[src/rtl/dual_issue_ctrl_if.sv]
// Issue-controller bundle: IF/ID instruction pair and pipeline hazards in,
// stage stall/flush/issue controls and issue statistics out.
interface dual_issue_ctrl_if;
  logic [31:0] instrD_a;
  logic [31:0] instrD_b;
  logic        hazard_stall;
  logic        redirectE;
  logic        redirect_slotE;
  logic        StallF;
  logic        StallD_0;
  logic        StallD_1;
  logic        FlushD_0;
  logic        FlushD_1;
  logic        FlushE_1;
  logic        issue_0;
  logic        issue_1;
  logic        split_q;
  logic [31:0] pair_cnt;
  logic [31:0] split_cnt;

  modport master (
    output instrD_a, instrD_b, hazard_stall, redirectE, redirect_slotE,
    input  StallF, StallD_0, StallD_1, FlushD_0, FlushD_1, FlushE_1,
           issue_0, issue_1, split_q, pair_cnt, split_cnt
  );

  modport slave (
    input  instrD_a, instrD_b, hazard_stall, redirectE, redirect_slotE,
    output StallF, StallD_0, StallD_1, FlushD_0, FlushD_1, FlushE_1,
           issue_0, issue_1, split_q, pair_cnt, split_cnt
  );
endinterface

[src/rtl/dual_issue_ctrl.sv]
// Decode-stage dual-issue controller: detects intra-pair conflicts, splits
// conflicting pairs over two cycles, applies redirects/stalls, counts issues.
module dual_issue_ctrl (
  input  logic               clk,
  input  logic               rst_n,
  dual_issue_ctrl_if.slave   bus
);

  localparam logic [31:0] NOP = 32'h0000_0013;

  localparam logic [0:0] PAIR  = 1'b0;
  localparam logic [0:0] SPLIT = 1'b1;

  localparam logic [6:0] OP_LUI    = 7'b0110111;
  localparam logic [6:0] OP_AUIPC  = 7'b0010111;
  localparam logic [6:0] OP_JAL    = 7'b1101111;
  localparam logic [6:0] OP_JALR   = 7'b1100111;
  localparam logic [6:0] OP_LOAD   = 7'b0000011;
  localparam logic [6:0] OP_STORE  = 7'b0100011;
  localparam logic [6:0] OP_OPIMM  = 7'b0010011;
  localparam logic [6:0] OP_OP     = 7'b0110011;
  localparam logic [6:0] OP_BRANCH = 7'b1100011;

  logic [0:0]  state_q, state_d;
  logic [31:0] pair_cnt_q, pair_cnt_d;
  logic [31:0] split_cnt_q, split_cnt_d;

  logic [6:0] op_a, op_b;
  logic [4:0] rd_a, rs1_b, rs2_b;
  logic       a_wr, a_mem, a_ctl, b_rs1, b_rs2, b_mem;
  logic       raw, conflict;

  assign op_a  = bus.instrD_a[6:0];
  assign rd_a  = bus.instrD_a[11:7];
  assign op_b  = bus.instrD_b[6:0];
  assign rs1_b = bus.instrD_b[19:15];
  assign rs2_b = bus.instrD_b[24:20];

  always_comb begin
    a_wr  = 1'b0;
    a_mem = 1'b0;
    a_ctl = 1'b0;
    case (op_a)
      OP_LUI, OP_AUIPC, OP_OPIMM, OP_OP: a_wr = 1'b1;
      OP_LOAD:                           begin a_wr = 1'b1; a_mem = 1'b1; end
      OP_JAL, OP_JALR:                   begin a_wr = 1'b1; a_ctl = 1'b1; end
      OP_STORE:                          a_mem = 1'b1;
      OP_BRANCH:                         a_ctl = 1'b1;
      default:                           ;
    endcase
  end

  always_comb begin
    b_rs1 = 1'b1;
    b_rs2 = 1'b0;
    b_mem = 1'b0;
    case (op_b)
      OP_LUI, OP_AUIPC, OP_JAL: b_rs1 = 1'b0;
      OP_BRANCH, OP_OP:         b_rs2 = 1'b1;
      OP_STORE:                 begin b_rs2 = 1'b1; b_mem = 1'b1; end
      OP_LOAD:                  b_mem = 1'b1;
      default:                  ;
    endcase
  end

  assign raw = a_wr && (rd_a != 5'd0) &&
               ((b_rs1 && (rs1_b == rd_a)) || (b_rs2 && (rs2_b == rd_a)));
  assign conflict = (bus.instrD_a != NOP) && (bus.instrD_b != NOP) &&
                    (raw || (a_mem && b_mem) || a_ctl);

  // Outputs stay low throughout reset so the front end sees no stray enables.
  always_comb begin
    bus.StallF   = 1'b0;
    bus.StallD_0 = 1'b0;
    bus.StallD_1 = 1'b0;
    bus.FlushD_0 = 1'b0;
    bus.FlushD_1 = 1'b0;
    bus.FlushE_1 = 1'b0;
    bus.issue_0  = 1'b0;
    bus.issue_1  = 1'b0;
    state_d      = state_q;
    pair_cnt_d   = pair_cnt_q;
    split_cnt_d  = split_cnt_q;
    if (rst_n) begin
      if (bus.redirectE) begin
        bus.FlushD_0 = 1'b1;
        bus.FlushD_1 = 1'b1;
        bus.FlushE_1 = ~bus.redirect_slotE;
        state_d      = PAIR;
      end else if (bus.hazard_stall) begin
        bus.StallF   = 1'b1;
        bus.StallD_0 = 1'b1;
        bus.StallD_1 = 1'b1;
      end else if (state_q == PAIR) begin
        if (!conflict) begin
          bus.issue_0 = 1'b1;
          bus.issue_1 = 1'b1;
          pair_cnt_d  = pair_cnt_q + 32'd1;
        end else begin
          bus.issue_0  = 1'b1;
          bus.StallF   = 1'b1;
          bus.StallD_1 = 1'b1;
          bus.FlushD_0 = 1'b1;
          state_d      = SPLIT;
          split_cnt_d  = split_cnt_q + 32'd1;
        end
      end else begin
        bus.issue_1 = 1'b1;
        state_d     = PAIR;
      end
    end
  end

  always_ff @(posedge clk or negedge rst_n) begin
    if (!rst_n) begin
      state_q     <= PAIR;
      pair_cnt_q  <= '0;
      split_cnt_q <= '0;
    end else begin
      state_q     <= state_d;
      pair_cnt_q  <= pair_cnt_d;
      split_cnt_q <= split_cnt_d;
    end
  end

  assign bus.split_q   = (state_q == SPLIT);
  assign bus.pair_cnt  = pair_cnt_q;
  assign bus.split_cnt = split_cnt_q;

endmodule

[src/flat_wrapper.sv]
// flat-port wrapper written by rule: the top's interface ports become plain ports
module dual_issue_ctrl_flat 
  (clk, rst_n, bus_instrD_a, bus_instrD_b, bus_hazard_stall, bus_redirectE, bus_redirect_slotE, bus_StallF, bus_StallD_0, bus_StallD_1, bus_FlushD_0, bus_FlushD_1, bus_FlushE_1, bus_issue_0, bus_issue_1, bus_split_q, bus_pair_cnt, bus_split_cnt);
  dual_issue_ctrl_if bus_i ();
  input  logic clk;
  input  logic rst_n;
  input wire logic [$bits(bus_i.instrD_a)-1:0] bus_instrD_a;
  input wire logic [$bits(bus_i.instrD_b)-1:0] bus_instrD_b;
  input wire logic [$bits(bus_i.hazard_stall)-1:0] bus_hazard_stall;
  input wire logic [$bits(bus_i.redirectE)-1:0] bus_redirectE;
  input wire logic [$bits(bus_i.redirect_slotE)-1:0] bus_redirect_slotE;
  output wire logic [$bits(bus_i.StallF)-1:0] bus_StallF;
  output wire logic [$bits(bus_i.StallD_0)-1:0] bus_StallD_0;
  output wire logic [$bits(bus_i.StallD_1)-1:0] bus_StallD_1;
  output wire logic [$bits(bus_i.FlushD_0)-1:0] bus_FlushD_0;
  output wire logic [$bits(bus_i.FlushD_1)-1:0] bus_FlushD_1;
  output wire logic [$bits(bus_i.FlushE_1)-1:0] bus_FlushE_1;
  output wire logic [$bits(bus_i.issue_0)-1:0] bus_issue_0;
  output wire logic [$bits(bus_i.issue_1)-1:0] bus_issue_1;
  output wire logic [$bits(bus_i.split_q)-1:0] bus_split_q;
  output wire logic [$bits(bus_i.pair_cnt)-1:0] bus_pair_cnt;
  output wire logic [$bits(bus_i.split_cnt)-1:0] bus_split_cnt;
  assign bus_i.instrD_a = bus_instrD_a;
  assign bus_i.instrD_b = bus_instrD_b;
  assign bus_i.hazard_stall = bus_hazard_stall;
  assign bus_i.redirectE = bus_redirectE;
  assign bus_i.redirect_slotE = bus_redirect_slotE;
  assign bus_StallF = bus_i.StallF;
  assign bus_StallD_0 = bus_i.StallD_0;
  assign bus_StallD_1 = bus_i.StallD_1;
  assign bus_FlushD_0 = bus_i.FlushD_0;
  assign bus_FlushD_1 = bus_i.FlushD_1;
  assign bus_FlushE_1 = bus_i.FlushE_1;
  assign bus_issue_0 = bus_i.issue_0;
  assign bus_issue_1 = bus_i.issue_1;
  assign bus_split_q = bus_i.split_q;
  assign bus_pair_cnt = bus_i.pair_cnt;
  assign bus_split_cnt = bus_i.split_cnt;
  dual_issue_ctrl u_core (.clk(clk), .rst_n(rst_n), .bus(bus_i));
endmodule
[config.mk]
export PLATFORM = sky130hd
export DESIGN_NAME = dual_issue_ctrl_flat
export DESIGN_NICKNAME = d
export VERILOG_FILES = /design/src/rtl/dual_issue_ctrl_if.sv /design/src/rtl/dual_issue_ctrl.sv /design/src/flat_wrapper.sv
export SDC_FILE = /design/constraint.sdc
export NUM_CORES = 1
export LEC_CHECK = 0
export CAP_MARGIN = 20
export CORE_ASPECT_RATIO = 0.8
export CORE_MARGIN = 5
export CORE_UTILIZATION = 45
export CTS_BUF_LIST = sky130_fd_sc_hd__clkbuf_8
export CTS_CLUSTER_DIAMETER = 60
export DETAILED_ROUTE_END_ITERATION = 10
export PLACE_DENSITY_LB_ADDON = 0.2
export SYNTH_ARGS = -nofsm -noshare
export SYNTH_HDL_FRONTEND = slang
export SYNTH_SLANG_ARGS = --single-unit
[constraint.sdc]
create_clock -name clk -period 4.4 [get_ports clk]
set_input_delay 0.66 -clock clk [delete_from_list [all_inputs] [get_ports clk]]
set_output_delay 0.66 -clock clk [all_outputs]
set_load 0.02 [all_outputs]
==> After elaboration in Yosys (flattened, before gate mapping) <==
Cells that the tools add are included.
{ "classes": {"addsub": 2, "eq_ne": 21, "n_mux": 32, "bitwise_logic": 5, "reduce_logical": 20} }
{ "ops": {"columns": ["op", "n"], "rows": [
  ["32-bit by 1-bit adder with 32-bit output, second input constant", 2],
  ["32-bit by 5-bit != test with 1-bit output, second input constant", 2],
  ["7-bit by 6-bit equality test with 1-bit output, second input constant", 6],
  ["7-bit equality test, second input constant", 5],
  ["1-bit two-way mux", 32],
  ["7-bit by 5-bit equality test with 1-bit output, second input constant", 3],
  ["7-bit by 2-bit equality test with 1-bit output, second input constant", 2],
  ["5-bit equality test", 2],
  ["5-bit AND reduction", 2],
  ["3-bit OR reduction", 3],
  ["1-bit logical AND", 7],
  ["7-bit OR reduction", 1],
  ["1-bit NOT", 5],
  ["5-bit nonzero test", 1],
  ["2-bit OR reduction", 2],
  ["1-bit logical OR", 3],
  ["2-bit by 1-bit != test with 1-bit output, second input constant", 1],
  ["2-bit AND reduction", 1]
]} }
{ "word_totals": {"register_bits": 65, "inputBits": 69} }

==> Logic depth before layout (Yosys ltp) <==
Gate-level depths: netlist of the first run.
{ "logic_depth": {"ltp_word": 14, "ltp_mapped": 8, "ltp_nobuf": 7} }

==> Least setup slack after synthesis of the first run <==
Ideal clock, no wire load.
{ "synth_timing": {"path_type": "input to output", "from": "in bus_instrD_a[8]", "to": "out bus_issue_1", "t_arrival_ns": 2.421, "t_required_ns": 3.740, "setup_slack_ns": 1.319, "cell_stages": 6, "path_buffers": 0, "path_cell_list": "or4_4 > o221ai_2 > nor3_2 > a211oi_4 > nor3_1 > nor3_1"} }
{ "synth_between": {"elab_chain_len": 12, "word_cells_on_any_way": 18, "cone_classes": "eq/ne: 3; mux: 5; reduce/logical: 10"} }
{ "synth_lines": {"columns": ["element", "line", "rtl"], "rows": [
  ["start: declaration", "flat_wrapper.sv:7", "input wire logic [$bits(bus_i.instrD_a)-1:0] bus_instrD_a;"],
  ["5-bit equality test", "dual_issue_ctrl.sv:67", "((b_rs1 && (rs1_b == rd_a)) || (b_rs2 && (rs2_b == rd_a)));"],
  ["1-bit logical AND", "dual_issue_ctrl.sv:67", null],
  ["1-bit logical OR", "dual_issue_ctrl.sv:67", null],
  ["1-bit logical AND", "dual_issue_ctrl.sv:66", "assign raw = a_wr && (rd_a != 5'd0) &&"],
  ["1-bit logical OR (2 in series)", "dual_issue_ctrl.sv:69", "(raw || (a_mem && b_mem) || a_ctl);"],
  ["1-bit logical AND (*)", "dual_issue_ctrl.sv:68", "assign conflict = (bus.instrD_a != NOP) && (bus.instrD_b != NOP) &&"],
  ["1-bit two-way mux (*)", "dual_issue_ctrl.sv:95", "if (!conflict) begin"],
  ["1-bit two-way mux (*)", "dual_issue_ctrl.sv:94", "end else if (state_q == PAIR) begin"],
  ["1-bit two-way mux (*)", "dual_issue_ctrl.sv:90", "end else if (bus.hazard_stall) begin"],
  ["1-bit two-way mux (*)", "dual_issue_ctrl.sv:85", "if (bus.redirectE) begin"],
  ["1-bit two-way mux (*)", "dual_issue_ctrl.sv:84", "if (rst_n) begin"],
  ["end: declaration", "flat_wrapper.sv:19", "output wire logic [$bits(bus_i.issue_1)-1:0] bus_issue_1;"]
]} }
Every way passes the cells marked *; elsewhere a longest branch is shown, timed or not.

==> Worst setup path in the final report of the first run <==
Ends and elaborated chain as after synthesis.

==> out/metrics.yaml, run 1 <==
setup_viol_count_final: 0
yosysWarnings: 0
post-route-min-period_ps: 4030
wire_per_inst_um: 16.2
p_int_mw: 1.02
endpoint_kind: "output port"
fmax_mhz: 248
core_area_um2: 7500
grt_pass1_vias: 3205
critPathLaunchType: "input pin"
synthTopCellsByCount: "dfrtp_1, xnor2_1, xor2_1"
clk_root_buffer_cell: "clkbuf_8"
utilization_pct: 69.6
slew_headroom_pct: 37.5
netSwitchingFraction_pct: 29.1
seq_area_frac_synth_pct: 46.5
cts_setup_buffers: 0
drv_slew: 0
die_area_um2: 9650
insertion_delay_ps: 330
report.final.hold_viol_count: 0
cts_hold_buf: 0
totalWireLength_um: 9780
worstSetupPathType: "input pin to output port"
dieWidth_um: 109
min_path_type: "input pin to asynchronous set/reset pin"
finalPower_mw: 1.44
place_area_um2: 5020
regArea_um2: 1630
setup_tns_ps: 0
worst-endpoint-required_ps: 3740
whs_ps: 241
drive_gt1_share_pct: 7.82
outcome: "complete, no violations"
htree_levels: 3
viasPerCell: 5.18
fill_cells: 624
clkTransAtPathRegs_ps: 70
worst-slew-pin-transition_ps: 934
grt_remaining_overflow: 0
synth_edf_count: 0
power_frac_comb_pct: 20.2
min_period_over_period_pct: 91.7
gp_congestion: 0.867
areaGrowthSynthToFinish_pct: 49.2
synth_most_common_cell: "dfrtp_1"
synth_top_area_share_pct: 46.5
drt_iter0_drc: 177
powerDensity_nw_per_um2: 276
rsz0062_at_grt: "no"
clk_path_buf_depth: 2
cts_resized: 0
grt_max_degree: 53
syn_area_um2: 3500
multiInputGateArea_um2: 1790
grt_pass1_wl_um: 15600
io_buffers: 141
drc: 0
ys_ff_latch: 65
hpwl_um: 7560
grt_antenna_before_repair: 0
synthTopCellsByArea: "dfrtp_1, xnor2_1, xor2_1, nand3_1, nand2_1"
maxCapViolations: 0
rows: 28
syn_area_per_cell_um2: 10.1
async_flop_share_pct: 100
synth_nets: 417
seqPwrFrac_pct: 47.1
cts_buffers: 9
critPathMaxFanout: 7
p_sw_mw: 0.418
vias: 3130
dr.pass1.iters: 4
track_usage_pct: 20.5
diodes: 0
io_pins: 142
initial_core_util_pct: 46.7
final_cell_area_um2: 5220
nets: 565
final_antenna_net_count: 0
yosysTopAreaCell: "dfrtp_1"
ys_types: 42
syn_inst: 346
leakage_nw: 2.20
ys.flop_type: "dfrtp_1"
worstPathArrival_ps: 3370
ir_worst_vdd_v: 0.000347
cts_tree: "done"
clock_sinks: 65
clock_skew_ps: 10.8
chipHeight_um: 88.9
clkPwrFrac_pct: 32.8
## sequential cells by signal, indices dropped and copies added (netlist names)
| signal | count |
|---|---|
| u_core.bus.split_q | 1 |
| u_core.bus.split_cnt | 32 |
| u_core.bus.pair_cnt | 32 |
## power groups by stage
stage               clock network [mW]  logic, mW  registers (mW)
global route                     0.517      0.310           0.683
CTS                              0.488      0.293           0.677
global placement                     0      0.284           0.687
floorplan                            0     0.0774           0.720
detailed placement                   0      0.289           0.687
finish                           0.472      0.290           0.677
## stage by stage
stage,worst slack (ps),std cells
finish,366,604
global route,209,604
CTS,373,603
detailed placement,392,587
global placement,427,587
floorplan,1320,346
## cell families after synthesis
group / share of synthesized area [%]
AND/OR/NAND/NOR: 28.6
XOR/XNOR: 18.0
flip-flops: 46.5
buffers and inverters: 2.43
AO/OA/AOI/OAI: 3.07
multiplexers: 0.644
adder cells (fa/ha/maj): 0.715
## cell type report
class                      instances  share of cell area, %
tap                              105                   2.52
clock inverter                     5                  0.743
clock buffer                      11                   2.90
timing repair buffer             146                   27.8
sequential                        65                   31.2
multi-input combinational        263                   34.2
inverter                           9                  0.647
## metal layers
metal / vias to the layer above / wire length [um] / global-route usage (%)
li1: 1525 / - / -
met1: 1491 / 4080 / 24.8
met2: 108 / 4730 / 35.6
met3: 6 / 875 / 6.86
met4: 0 / 87 / 5.28
met5: - / 0 / 0
## worst max-delay path, stage by stage
cell and delay (ps):
clkdlybuf4s50_1 480, or4_4 580, o221ai_2 220, nor3_2 90, a211oi_4 440, nor3_1 120, nor3_1 150, clkdlybuf4s50_1 630
## final timing paths
| check | start | end | slack [ps] | depth (start not counted) |
|---|---|---|---|---|
| setup / recovery | bus_instrD_a[8] | bus_issue_1 | 370 | 8 |
| hold / removal | rst_n | u_core.bus.split_cnt[0] | 240 | 1 |
| setup reg to reg | u_core.bus.pair_cnt[2] | u_core.bus.pair_cnt[31] | 2270 | 6 |
| hold reg to reg | u_core.bus.pair_cnt[31] | u_core.bus.pair_cnt[31] | 460 | 1 |
| max in group asynchronous | rst_n | u_core.bus.split_cnt[11] | 3160 | 2 |
| min in group clk | u_core.bus.pair_cnt[31] | u_core.bus.pair_cnt[31] | 460 | 1 |
## placed cells by master, fill, tap and decap left out, types with 2 or more instances in the layout
cell	instances
clkdlybuf4s50_1	140
dfrtp_1	65
xnor2_1	38
xor2_1	34
nand2_1	32
nand3_1	25
nor3_1	21
nor4_1	19
nor2_1	18
nand4_1	16
and3_1	14
clkbuf_8	11
inv_1	9
and2_1	8
and4_1	5
clkinvlp_4	4
buf_4	4
a21oi_1	2
and4bb_2	2
nor3_2	2
mux2_2	2
a21o_1	2
nor4_2	2
nor3b_1	2
nor4_4	2
ha_1	2
Power figures use the tool's default switching activity.
==> run 2: changes to the inputs <==
GPL_TIMING_DRIVEN = 0   (was not set)
==> run 2 against run 1 <==
  * Fmax shrank 3.4%
  * First-iteration DRC count is 38% lower
  * Cell count up 0.66%
  * Wire length grew 0.40%
  * Critical endpoint is now bus_StallF
  * Highest routed layer unchanged
==> out/metrics.yaml, run 2 (synthesis results as in run 1) <==
outcome: "complete, no violations"
drive_gt1_share_pct: 7.75  # -0.062 points
final_antenna_net_count: 0  # unchanged
worst-endpoint-required_ps: 3740  # about the same
fill_cells: 598  # -4.2%
critPathMaxFanout: 7  # unchanged
slew_headroom_pct: 39.8  # +2.3 points
final_common_cell: "clkdlybuf4s50_1"
io_buffers: 141  # unchanged
post-route-min-period_ps: 4180  # +143 ps
setup_tns_ps: 0  # unchanged
insertion_delay_ps: 330  # about the same
vias: 3159  # +0.93%
areaGrowthSynthToFinish_pct: 49.8
die_area_um2: 9650  # unchanged
clk_path_buf_depth: 2  # unchanged
cts_setup_buffers: 0  # unchanged
final_cell_mix: "clkdlybuf4s50_1, dfrtp_1, xnor2_1, xor2_1, nand2_1"
cts_hold_buf: 0  # unchanged
rows: 28  # unchanged
regArea_um2: 1630  # unchanged
setup.worst_path.end: "bus_StallF"
track_usage_pct: 20.8  # +0.28 points
rsz0062_at_grt: "no"
r2r_slack_ps: 1970  # -300 ps
whs_ps: 443  # +202 ps
gp_congestion: 0.804  # -7.2%
maxCapViolations: 0  # unchanged
cts_buffers: 9  # unchanged
critPathLaunchType: "input pin"
clkTransAtPathRegs_ps: 80  # about the same
clock_sinks: 65  # unchanged
worstSetupPathType: "input pin to output port"
hpwl_um: 7650  # +1.1%
multiInputGateArea_um2: 1790  # unchanged
cts_resized: 0  # unchanged
drv_slew: 0  # unchanged
dieWidth_um: 109  # unchanged
powerDensity_nw_per_um2: 281  # +2.1%
grt_max_degree: 70  # +32%
core_area_um2: 7500  # unchanged
htree_levels: 3  # unchanged
cts_tree: "done"
viasPerCell: 5.20  # +0.26%
fmax_mhz: 239  # -3.4%
clk_root_buffer_cell: "clkbuf_8"
drt_iter0_drc: 110  # -38%
diodes: 0  # unchanged
rr_endpoint: "u_core.bus.split_cnt[29]"
report.final.hold_viol_count: 0  # unchanged
grt_remaining_overflow: 0  # unchanged
io_pins: 142  # unchanged
totalWireLength_um: 9820  # +0.40%
leakage_nw: 2.22  # +1.0%
wire_per_inst_um: 16.1  # -0.26%
min_path_type: "input pin to asynchronous set/reset pin"
endpoint_kind: "output port"
drc: 0  # unchanged
worst-slew-pin-transition_ps: 896  # -38.1 ps
clock_skew_ps: 14.6  # +3.75 ps
initial_core_util_pct: 46.7  # unchanged
nets: 569  # +0.71%
ir_worst_vdd_v: 0.000279  # -19%
grt_pass1_vias: 3195  # -0.31%
reg2reg_from: "u_core.bus.split_cnt[6]"
startpoint: "bus_instrD_a[8]"
worstPathArrival_ps: 3520  # +150 ps
chipHeight_um: 88.9  # unchanged
dr.pass1.iters: 4  # unchanged
grt_antenna_before_repair: 0  # unchanged
rr_worst_depth: 7  # +1
setup_viol_count_final: 0  # unchanged
min_period_over_period_pct: 94.9  # +3.2 points
grt_pass1_wl_um: 15900  # +1.7%
run 2: cell types whose count changed in the layout (fill, tap and decap cells not counted), sizes merged:
| cell | previous run | this run |
|---|---|---|
| clkinvlp | 4 | 0 |
| clkbuf | 11 | 12 |
| bufinv | 0 | 1 |
| clkinv | 0 | 4 |
| buf | 6 | 8 |
run 2: power by group:
group | internal, mW | total, mW | switching, mW
clock network | 0.279 | 0.509 | 0.230
logic | 0.153 | 0.289 | 0.136
registers | 0.630 | 0.678 | 0.0475
total | 1.06 | 1.48 | 0.413
run 2: worst max-delay path: stages:
cell	delay, ps
clkdlybuf4s50_1	480
or4_4	580
o221ai_2	240
nor3_2	100
a211oi_4	450
nor3_1	120
o21ba_2	230
buf_4	120
clkdlybuf4s50_1	530
run 2: through the flow:
stage          setup WS, ps  utilization [%]  power [mW]  area, um^2  std cells
2_1_floorplan          1320                -       0.798        3500        346
4_1_cts                 212             69.9        1.49        5240        608
6_report                223             69.9        1.48        5240        608
3_5_place_dp            235             67.2       0.978        5040        592
5_1_grt                62.8             69.9        1.55        5240        608
3_3_place_gp          -1220             67.3       0.972        5040        592
run 2: worst min path at each step:
stage          slack [ps]                  endpoint
2_1_floorplan         360    u_core.bus.pair_cnt[0]
3_3_place_gp          460   u_core.bus.pair_cnt[31]
3_5_place_dp          460   u_core.bus.pair_cnt[31]
4_1_cts               460  u_core.bus.split_cnt[22]
5_1_grt               480   u_core.bus.pair_cnt[31]
6_report              440  u_core.bus.split_cnt[31]
run 2: cell type report:
cell class	instances	area share, %
inverters	9	0.644
clock inverters	6	1.26
clock buffers	10	2.62
flip-flops and latches	65	31.0
well taps	105	2.51
multi-input cells	263	34.1
plain buffers	9	0.978
repair buffers	141	26.9
run 2: routing by layer:
layer / GRT usage [%] / part of all wire, %
met4: 4.59 / 0.95
met5: 0 / 0
met2: 35.6 / 48
met3: 5.98 / 6.9
met1: 26.5 / 44
